`src/rtl/demux_1to2_stream.sv`:
```
`default_nettype none
// ============================================================================
// Module      : demux_1to2_stream
// Description : Registered 1-to-2 stream demultiplexer. Each input word is
//               steered by its select bit into a one-entry holding register
//               for channel A (sel=0) or channel B (sel=1). Every port uses a
//               valid/ready handshake. A stalled output only blocks words
//               addressed to it. Each channel counts its completed output
//               transfers.
// Revision    : 1.0 - initial release
// ============================================================================
module demux_1to2_stream #(
    parameter int WIDTH = 8,
    parameter int CNT_W = 16
) (
    input  logic             clk,
    input  logic             rst_n,
    input  logic [WIDTH-1:0] in_data_i,
    input  logic             in_sel_i,
    input  logic             in_valid_i,
    output logic             in_ready_o,
    output logic [WIDTH-1:0] a_data_o,
    output logic             a_valid_o,
    input  logic             a_ready_i,
    output logic [WIDTH-1:0] b_data_o,
    output logic             b_valid_o,
    input  logic             b_ready_i,
    output logic [CNT_W-1:0] a_count_o,
    output logic [CNT_W-1:0] b_count_o
);

    // Per-channel holding register state: index 0 is channel A, 1 is B.
    typedef enum logic {
        ST_EMPTY = 1'b0,
        ST_FULL  = 1'b1
    } state_e;

    localparam int c_NCH = 2;

    state_e           state_q [c_NCH];
    state_e           state_d [c_NCH];
    logic [WIDTH-1:0] data_q  [c_NCH];
    logic [WIDTH-1:0] data_d  [c_NCH];
    logic [CNT_W-1:0] cnt_q   [c_NCH];
    logic [CNT_W-1:0] cnt_d   [c_NCH];

    logic [1:0] w_ready;
    logic [1:0] w_drain;
    logic [1:0] w_load;
    logic       w_in_fire;

    assign w_ready = {b_ready_i, a_ready_i};

    // A channel drains when it holds a word and its sink accepts it.
    assign w_drain[0] = (state_q[0] == ST_FULL) && w_ready[0];
    assign w_drain[1] = (state_q[1] == ST_FULL) && w_ready[1];

    // Accept when the addressed slot is empty or is emptying this same cycle,
    // so a continuously drained channel sustains one word per clock.
    assign in_ready_o = rst_n && ((state_q[in_sel_i] == ST_EMPTY) || w_drain[in_sel_i]);
    assign w_in_fire  = in_valid_i && in_ready_o;
    assign w_load[0]  = w_in_fire && !in_sel_i;
    assign w_load[1]  = w_in_fire &&  in_sel_i;

    // Next-state, next-data and counter update for both channels.
    always_comb begin
        for (int c = 0; c < c_NCH; c++) begin
            state_d[c] = state_q[c];
            data_d[c]  = data_q[c];
            cnt_d[c]   = cnt_q[c];
            if (w_drain[c]) begin
                cnt_d[c] = cnt_q[c] + 1'b1;
            end
            case (state_q[c])
                ST_EMPTY: begin
                    if (w_load[c]) begin
                        state_d[c] = ST_FULL;
                        data_d[c]  = in_data_i;
                    end
                end
                ST_FULL: begin
                    if (w_load[c]) begin
                        // Only reachable together with a drain: refill in place.
                        data_d[c] = in_data_i;
                    end else if (w_drain[c]) begin
                        state_d[c] = ST_EMPTY;
                    end
                end
                default: state_d[c] = ST_EMPTY;
            endcase
        end
    end

    // State, data and counter registers; reset discards held words uncounted.
    always_ff @(posedge clk) begin
        for (int c = 0; c < c_NCH; c++) begin
            if (!rst_n) begin
                state_q[c] <= ST_EMPTY;
                data_q[c]  <= '0;
                cnt_q[c]   <= '0;
            end else begin
                state_q[c] <= state_d[c];
                data_q[c]  <= data_d[c];
                cnt_q[c]   <= cnt_d[c];
            end
        end
    end

    assign a_data_o  = data_q[0];
    assign a_valid_o = (state_q[0] == ST_FULL);
    assign a_count_o = cnt_q[0];
    assign b_data_o  = data_q[1];
    assign b_valid_o = (state_q[1] == ST_FULL);
    assign b_count_o = cnt_q[1];

endmodule
`default_nettype wire

```
`config.mk`:
```
export PLATFORM = sky130hd
export DESIGN_NAME = demux_1to2_stream
export DESIGN_NICKNAME = d
export VERILOG_FILES = /design/src/rtl/demux_1to2_stream.sv
export SDC_FILE = /design/constraint.sdc
export NUM_CORES = 1
export LEC_CHECK = 0
export CORE_ASPECT_RATIO = 2
export CORE_MARGIN = 4
export CORE_UTILIZATION = 46
export DETAILED_ROUTE_END_ITERATION = 10
export HOLD_SLACK_MARGIN = 0.02
export MAX_ROUTING_LAYER = met4
export PLACE_DENSITY = 0.9
export REMOVE_ABC_BUFFERS = 1
export SYNTH_ARGS = -nofsm -noshare
export SYNTH_HDL_FRONTEND = slang
export SYNTH_SLANG_ARGS = --single-unit
```
`constraint.sdc`:
```
create_clock -name clk -period 1.65 [get_ports clk]
set_clock_uncertainty 0.1 [all_clocks]
set_input_delay 0.4125 -clock clk [delete_from_list [all_inputs] [get_ports clk]]
set_output_delay 0.4125 -clock clk [all_outputs]
set_load 0.02 [all_outputs]
```
==> results of run 1 <==
==> registers in the layout, summed over array words and instances (netlist names) <==
register  flops
cnt_q        32
state_q       2
data_q       16
==> metrics by stage <==
step	power [mW]	setup slack [ns]
after global routing	2.21	-0.163
after floorplan	1.33	-0.794
final	2.14	-0.121
after CTS	2.15	-0.134
after global placement	1.44	-0.981
after detailed placement	1.44	-0.964
==> what timing repair did <==
item,4_1_cts,5_1_grt
hold endpoints to repair,0,0
buffers inserted,1,1
setup endpoints to repair,80,10
hold buffers,0,0
pin swaps,2,1
gates resized for setup,70,9
==> critical path, cell delays in order <==
cell,delay [ns]
clkdlybuf4s15_2,0.18
and2b_2,0.22
nor2b_1,0.14
a211oi_2,0.14
buf_4,0.17
==> synth_stat cells (2+ instances only) <==
| cell | instances |
|---|---|
| and3_1 | 2 |
| nor2_1 | 41 |
| dfxtp_1 | 50 |
| xor2_1 | 16 |
| o21ai_0 | 7 |
| mux2i_1 | 16 |
| nor4_1 | 2 |
| buf_4 | 2 |
| a21oi_1 | 11 |
| nand3_1 | 11 |
| nand2_1 | 13 |
| and2_1 | 2 |
| buf_2 | 2 |
| nor2b_1 | 2 |
| nand4_1 | 12 |
| xnor2_1 | 5 |
| o31ai_1 | 2 |
| and4_1 | 5 |
| ha_1 | 2 |
| clkbuf_1 | 5 |
| or3_1 | 7 |
| nor3_1 | 4 |
| or4_1 | 2 |
==> logic make-up (layout without fill, tap and decap cells) <==
family / after synthesis / after routing / share of synthesized area
fa+ha+maj: 2 / 2 / 0.0120
buf+inv: 10 / 106 / 0.0228
simple gates: 108 / 108 / 0.268
flops: 50 / 50 / 0.479
compound gates: 21 / 21 / 0.0539
xor+xnor: 21 / 21 / 0.0880
mux: 16 / 16 / 0.0766
==> cells in the final DEF (no fill, tap or decap), types with 2 or more instances in the layout <==
cell type / instances
clkdlybuf4s50_1: 9
xnor2_1: 5
o21ai_0: 7
nor2b_1: 2
dlygate4sd2_1: 51
and4_4: 2
or3_1: 7
o31ai_1: 2
clkinv_2: 2
nand3_1: 10
and4_1: 3
nor2_1: 41
xor2_1: 16
ha_1: 2
nand3_4: 2
dfxtp_1: 45
nor3_1: 3
buf_4: 33
nand4_1: 12
a21oi_1: 11
and3_1: 2
or4_1: 2
and2_1: 2
clkbuf_8: 6
nand2_1: 13
dfxtp_2: 5
mux2i_1: 16
==> worst paths after layout <==
check,to,slack (ns)
min reg2reg,cnt_q[1][15]$_SDFFE_PN0P_,0.39
max,in_ready_o,-0.12
min,cnt_q[1][15]$_SDFFE_PN0P_,0.39
max reg2reg,cnt_q[0][13]$_SDFFE_PN0P_,0.09
==> power by group through the flow <==
| stage | Clock [mW] | Sequential (mW) | Combinational [mW] |
|---|---|---|---|
| final | 0.737 | 1.23 | 0.171 |
| after global routing | 0.791 | 1.23 | 0.186 |
| after CTS | 0.751 | 1.23 | 0.173 |
| after detailed placement | 0 | 1.26 | 0.183 |
| after global placement | 0 | 1.26 | 0.180 |
| after floorplan | 0 | 1.28 | 0.0526 |
==> layout make-up <==
cell class                 instances  area (µm²)
tap                               54        67.6
fill                             391        1310
inverter                           1        5.00
multi-input combinational        168        1080
timing repair buffer              97         822
clock inverter                     1        5.00
sequential                        50        1010
clock buffer                       7        86.3
==> per-layer routing <==
| layer | vias up | track usage | share of wire |
|---|---|---|---|
| met1 | 929 | 0.176 | 0.37 |
| met2 | 49 | 0.353 | 0.56 |
| met5 | - | - | 0 |
| li1 | 989 | - | - |
| met3 | 10 | 0.0385 | 0.047 |
| met4 | 0 | 0.0843 | 0.020 |
==> summary.md, run 1 <==
| Metric | Value |
|---|---|
| Total negative slack | -0.121 ns |
| Clk network pwr share | 0.344 |
| Finished layout cell area | 3070 µm² |
| Setup crit end kind | primary output |
| Endpoints failing hold | 0 |
| Clock Tree Root | clkbuf_8 |
| Final Slew Violations | 0 |
| Cell Area, Synth | 2090 µm² |
| Utilization after layout | 0.701 |
| DP Wirelength | 3780 µm |
| DR WL/cell | 13.2 µm |
| Gate power share | 0.080 |
| Critical path type | input pin to primary output |
| Vias per cell | 5.23 |
| Antenna cells | 0 |
| Hold path depth | 2 |
| Arrival time worst endpoint | 1.26 ns |
| Number of synthesized flops with an enable pin | 0 |
| Core Region | 4380 µm² |
| Setup crit start | a_ready_i |
| Hold_sp | cnt_q[1][15]$_SDFFE_PN0P_ |
| DRC | 0 |
| Power Dens Cells | 696 nW/µm² |
| Mapped Cells | 228 |
| Worst-Margin Slew | 0.489 ns |
| Vias | 1977 |
| Post-Layout Cell Count | 378 |
| Die area | 5750 µm² |
| Gp weighted congestion | 0.835 |
| Die H | 103 µm |
| RSZ-0062 raised after global routing | true |
| Antenna violations before repair | 0 |
| Initial Util | 0.477 |
| Primary FF master, synth | dfxtp_1 |
| Worst endpoint required time | 1.14 ns |
| Max Cap Violations | 0 |
| I/O Pins | 65 |
| CTS Buffer Depth | 2 |
| Clock sink count | 50 |
| Failing checks | setup timing |
| Status | complete, but fails checks |
| Clk_lat worst skew | 0.30 ns |
| Layout area overhead | 47.1% |
| First-pass iteration count of the detailed router | 4 |
| Post-route ant nets | 0 |
| Cell Rows | 34 |
| Htree depth | 2 |
| P_sw | 0.496 mW |
| Startpoint types | input pin |
| Fin crit period | 1.77 ns |
| GR Util All Layers | 0.185 |
| Synthesized flop and latch total | 50 |
| Avg Cell Area, Syn | 9.16 µm² |
| Flop pwr share | 0.576 |
| R2r worst-path depth | 4 |
| Layout cells sized above 1 | 0.185 |
| Final period util | 1.07 |
| Worst Setup Slack, final | -0.121 ns |
| FFs w/ async S/R, synth | 0 |
| CTS tree | yes |
| Fmax | 565 MHz |
| Synth area leader | dfxtp_1 |
| Pin count of the biggest net entering global routing | 51 |
| R2R Path Start | cnt_q[0][9]$_SDFFE_PN0P_ |
| Cell count after placement | 368 |
| Vias in the first global route | 1976 |
| HP Class | register to register |
| First-pass GRT wire length | 8360 µm |
| Worst ir drop on vdd | 0.000707 V |
| CTS clk-pin slew, worst paths | 0.09 ns |
| Clock buffer count from CTS | 5 |
| Internal Power | 1.64 mW |
| Synth top area cells | dfxtp_1, mux2i_1, nor2_1 |
| Register area share after synthesis | 0.479 |
| Crit-path max FO | 2 |
| Switching Fraction | 0.232 |
| Worst hold slack | 0.394 ns |
| Synth warnings | 0 |
| Die extent in x | 55.7 µm |
| Grt total ovfl | 0 |
| Synth cell types | 30 |
| DRT Wirelength | 4990 µm |
| LEAKAGE | 1.37 nW |
| NumNets Final | 339 |
| Relative slew slack | 0.674 |
| Setup violators final | 1 |
| Placed Area | 3000 µm² |
| Port Buffer Count | 64 |
| DRT iter0 DRCs | 25 |
| Area share of the largest cell type after synthesis | 0.479 |
Power figures use the tool's default switching activity.
==> run 2: changes to the inputs <==
CTS_BUF_LIST = sky130_fd_sc_hd__clkbuf_8 sky130_fd_sc_hd__clkbuf_16   (was unset)
==> summary.md, run 2 (synthesized netlist as in run 1, its figures left out) <==
| Metric | Value |
|---|---|
| Status | complete, but fails checks |
| Failing checks | setup timing |
| GR Util All Layers | 0.185 (unchanged) |
| Pre-CTS WS | -0.964 ns (unchanged) |
| DRC | 0 (unchanged) |
| Core Region | 4380 µm² (unchanged) |
| Finished layout cell area | 3070 µm² (unchanged) |
| Clk_lat worst skew | 0.30 ns (about the same) |
| Commonest cells after routing, fill and taps aside | dlygate4sd2_1, dfxtp_1, nor2_1 |
| Worst-path cell with the longest stage delay | and2b_2 |
| Post-route ant nets | 0 (unchanged) |
| Relative slew slack | 0.675 (+0.000793) |
| Clock Tree Root | clkbuf_8 |
| CTS clk-pin slew, worst paths | 0.09 ns (about the same) |
| Slowest stage delay, CP | 0.22 ns (about the same) |
| Grt total ovfl | 0 (unchanged) |
| Total power | 2.13 mW (-0.28%) |
| Antenna violations before repair | 0 (unchanged) |
| Initial Util | 0.477 (unchanged) |
| Critical path type | input pin to primary output |
| Storage cell area | 1010 µm² (unchanged) |
| DP Wirelength | 3780 µm (unchanged) |
| Worst R2R Setup Slack | 0.09 ns (about the same) |
| Layout cells sized above 1 | 0.185 (unchanged) |
| Vias in the first global route | 1976 (unchanged) |
| First-pass iteration count of the detailed router | 4 (unchanged) |
| Max Cap Violations | 0 (unchanged) |
| Die H | 103 µm (unchanged) |
| Fmax | 565 MHz (unchanged) |
| Final Slew Violations | 0 (unchanged) |
| LEAKAGE | 1.38 nW (+0.30%) |
| Antenna cells | 0 (unchanged) |
| Clock buffer count from CTS | 5 (unchanged) |
| Gp weighted congestion | 0.835 (unchanged) |
| Critical Path, Cell by Cell | clkdlybuf4s15_2, and2b_2, nor2b_1, a211oi_2, buf_4 |
| Setup crit end kind | primary output |
| Cell Rows | 34 (unchanged) |
| Capture point of the worst path | in_ready_o |
| DRT Wirelength | 4990 µm (about the same) |
| Reg with most FFs | cnt_q |
| Endpoints failing hold | 0 (unchanged) |
| Setup violators final | 1 (unchanged) |
| Crit-path max FO | 2 (unchanged) |
| Worst r2r dst | cnt_q[0][13]$_SDFFE_PN0P_ |
| Final period util | 1.07 (unchanged) |
| Clock sink count | 50 (unchanged) |
| Most common cell after layout, fill and taps aside | dlygate4sd2_1 |
| Multi-input logic area | 1080 µm² (unchanged) |
| Worst Setup Slack, final | -0.121 ns (unchanged) |
| First-pass GRT wire length | 8360 µm (unchanged) |
| Port Buffer Count | 64 (unchanged) |
| Utilization after layout | 0.701 (unchanged) |
| Power Dens Cells | 694 nW/µm² (-0.28%) |
| Vias | 1982 (+0.25%) |
| RSZ-0062 raised after global routing | true |
| Pin count of the biggest net entering global routing | 51 (unchanged) |
| Fin crit period | 1.77 ns (unchanged) |
| Max reg flops | 32 (unchanged) |
| Die extent in x | 55.7 µm (unchanged) |
| DR WL/cell | 13.2 µm (about the same) |
| Setup crit start | a_ready_i |
| I/O Pins | 65 (unchanged) |
| R2r worst-path depth | 4 (unchanged) |
| Layout area overhead | 47.1% (unchanged) |
| R2R Path Start | cnt_q[0][9]$_SDFFE_PN0P_ |
| Worst-Margin Slew | 0.487 ns (-0.00119 ns) |
| CTS tree | yes |
| Worst ir drop on vdd | 0.000707 V (about the same) |
| Die area | 5750 µm² (unchanged) |
| Largest registers | cnt_q x32, data_q x16, state_q x2 |
| Vias per cell | 5.24 (+0.25%) |
| Arrival time worst endpoint | 1.26 ns (about the same) |
| Layout fillers | 391 (unchanged) |
| DRT iter0 DRCs | 25 (unchanged) |
| CTS Buffer Depth | 2 (unchanged) |
| Placed Area | 3000 µm² (unchanged) |
| NumNets Final | 339 (unchanged) |
| Worst endpoint required time | 1.14 ns (about the same) |
| HP Class | register to register |
| Startpoint types | input pin |
| Htree depth | 2 (unchanged) |
run 2: changes by cell type in the layout (fill, tap and decap cells not counted):
cell / before / now
inv_1: 0 / 1
clkbuf_1: 1 / 0
run 2: cell type report:
type / instances / share of cell area
clock inverter: 2 / 0.00285
multi-input combinational: 168 / 0.351
tap: 54 / 0.0220
inverter: 1 / 0.00163
sequential: 50 / 0.328
timing repair buffer: 97 / 0.268
clock buffer: 6 / 0.0269
run 2: worst min-delay path by stage:
stage                     cells past startpoint  slack [ns]                        end                      start
after CTS                                     2        0.40  cnt_q[1][15]$_SDFFE_PN0P_  cnt_q[1][15]$_SDFFE_PN0P_
after floorplan                               2        0.45  cnt_q[1][15]$_SDFFE_PN0P_  cnt_q[1][15]$_SDFFE_PN0P_
after detailed placement                      2        0.38  cnt_q[1][15]$_SDFFE_PN0P_  cnt_q[1][15]$_SDFFE_PN0P_
after global routing                          2        0.43  cnt_q[1][15]$_SDFFE_PN0P_  cnt_q[1][15]$_SDFFE_PN0P_
after global placement                        2        0.37  cnt_q[0][15]$_SDFFE_PN0P_  cnt_q[0][15]$_SDFFE_PN0P_
final                                         2        0.39  cnt_q[1][15]$_SDFFE_PN0P_  cnt_q[1][15]$_SDFFE_PN0P_
run 2: where the power goes:
| group | internal [mW] | total (mW) | switching (mW) |
|---|---|---|---|
| logic | 0.0806 | 0.171 | 0.0902 |
| clock network | 0.333 | 0.731 | 0.398 |
| registers | 1.22 | 1.23 | 0.00832 |
| total | 1.64 | 2.13 | 0.496 |
run 2: per-stage QoR:
stage	instances	hold slack, ns	setup TNS, ns
final	378	0.394	-0.121
after global routing	378	0.432	-0.163
after CTS	377	0.399	-0.134
after detailed placement	368	0.385	-16.29
after global placement	368	0.367	-15.40
after floorplan	219	0.451	-8.56
run 2: layer usage:
layer,global-route usage,routed length (µm),part of all wire,vias up
li1,-,-,-,989
met1,0.176,1870,0.37,934
met2,0.353,2790,0.56,49
met3,0.0385,233,0.047,10
met4,0.0843,98,0.020,0
met5,-,0,0,-
run 2: worst max-delay path: cells and delay by family:
family	cells	cell delay, ns
and+or+nand+nor	2	0.36
AOI/OAI and AO/OA	1	0.14
buffers and inverters	2	0.35
run 2: timing repair:
action,CTS,global route
resized for setup,70,9
pin swaps,2,1
setup endpoints to repair,80,10
setup buffers,1,1
hold buffers,0,0
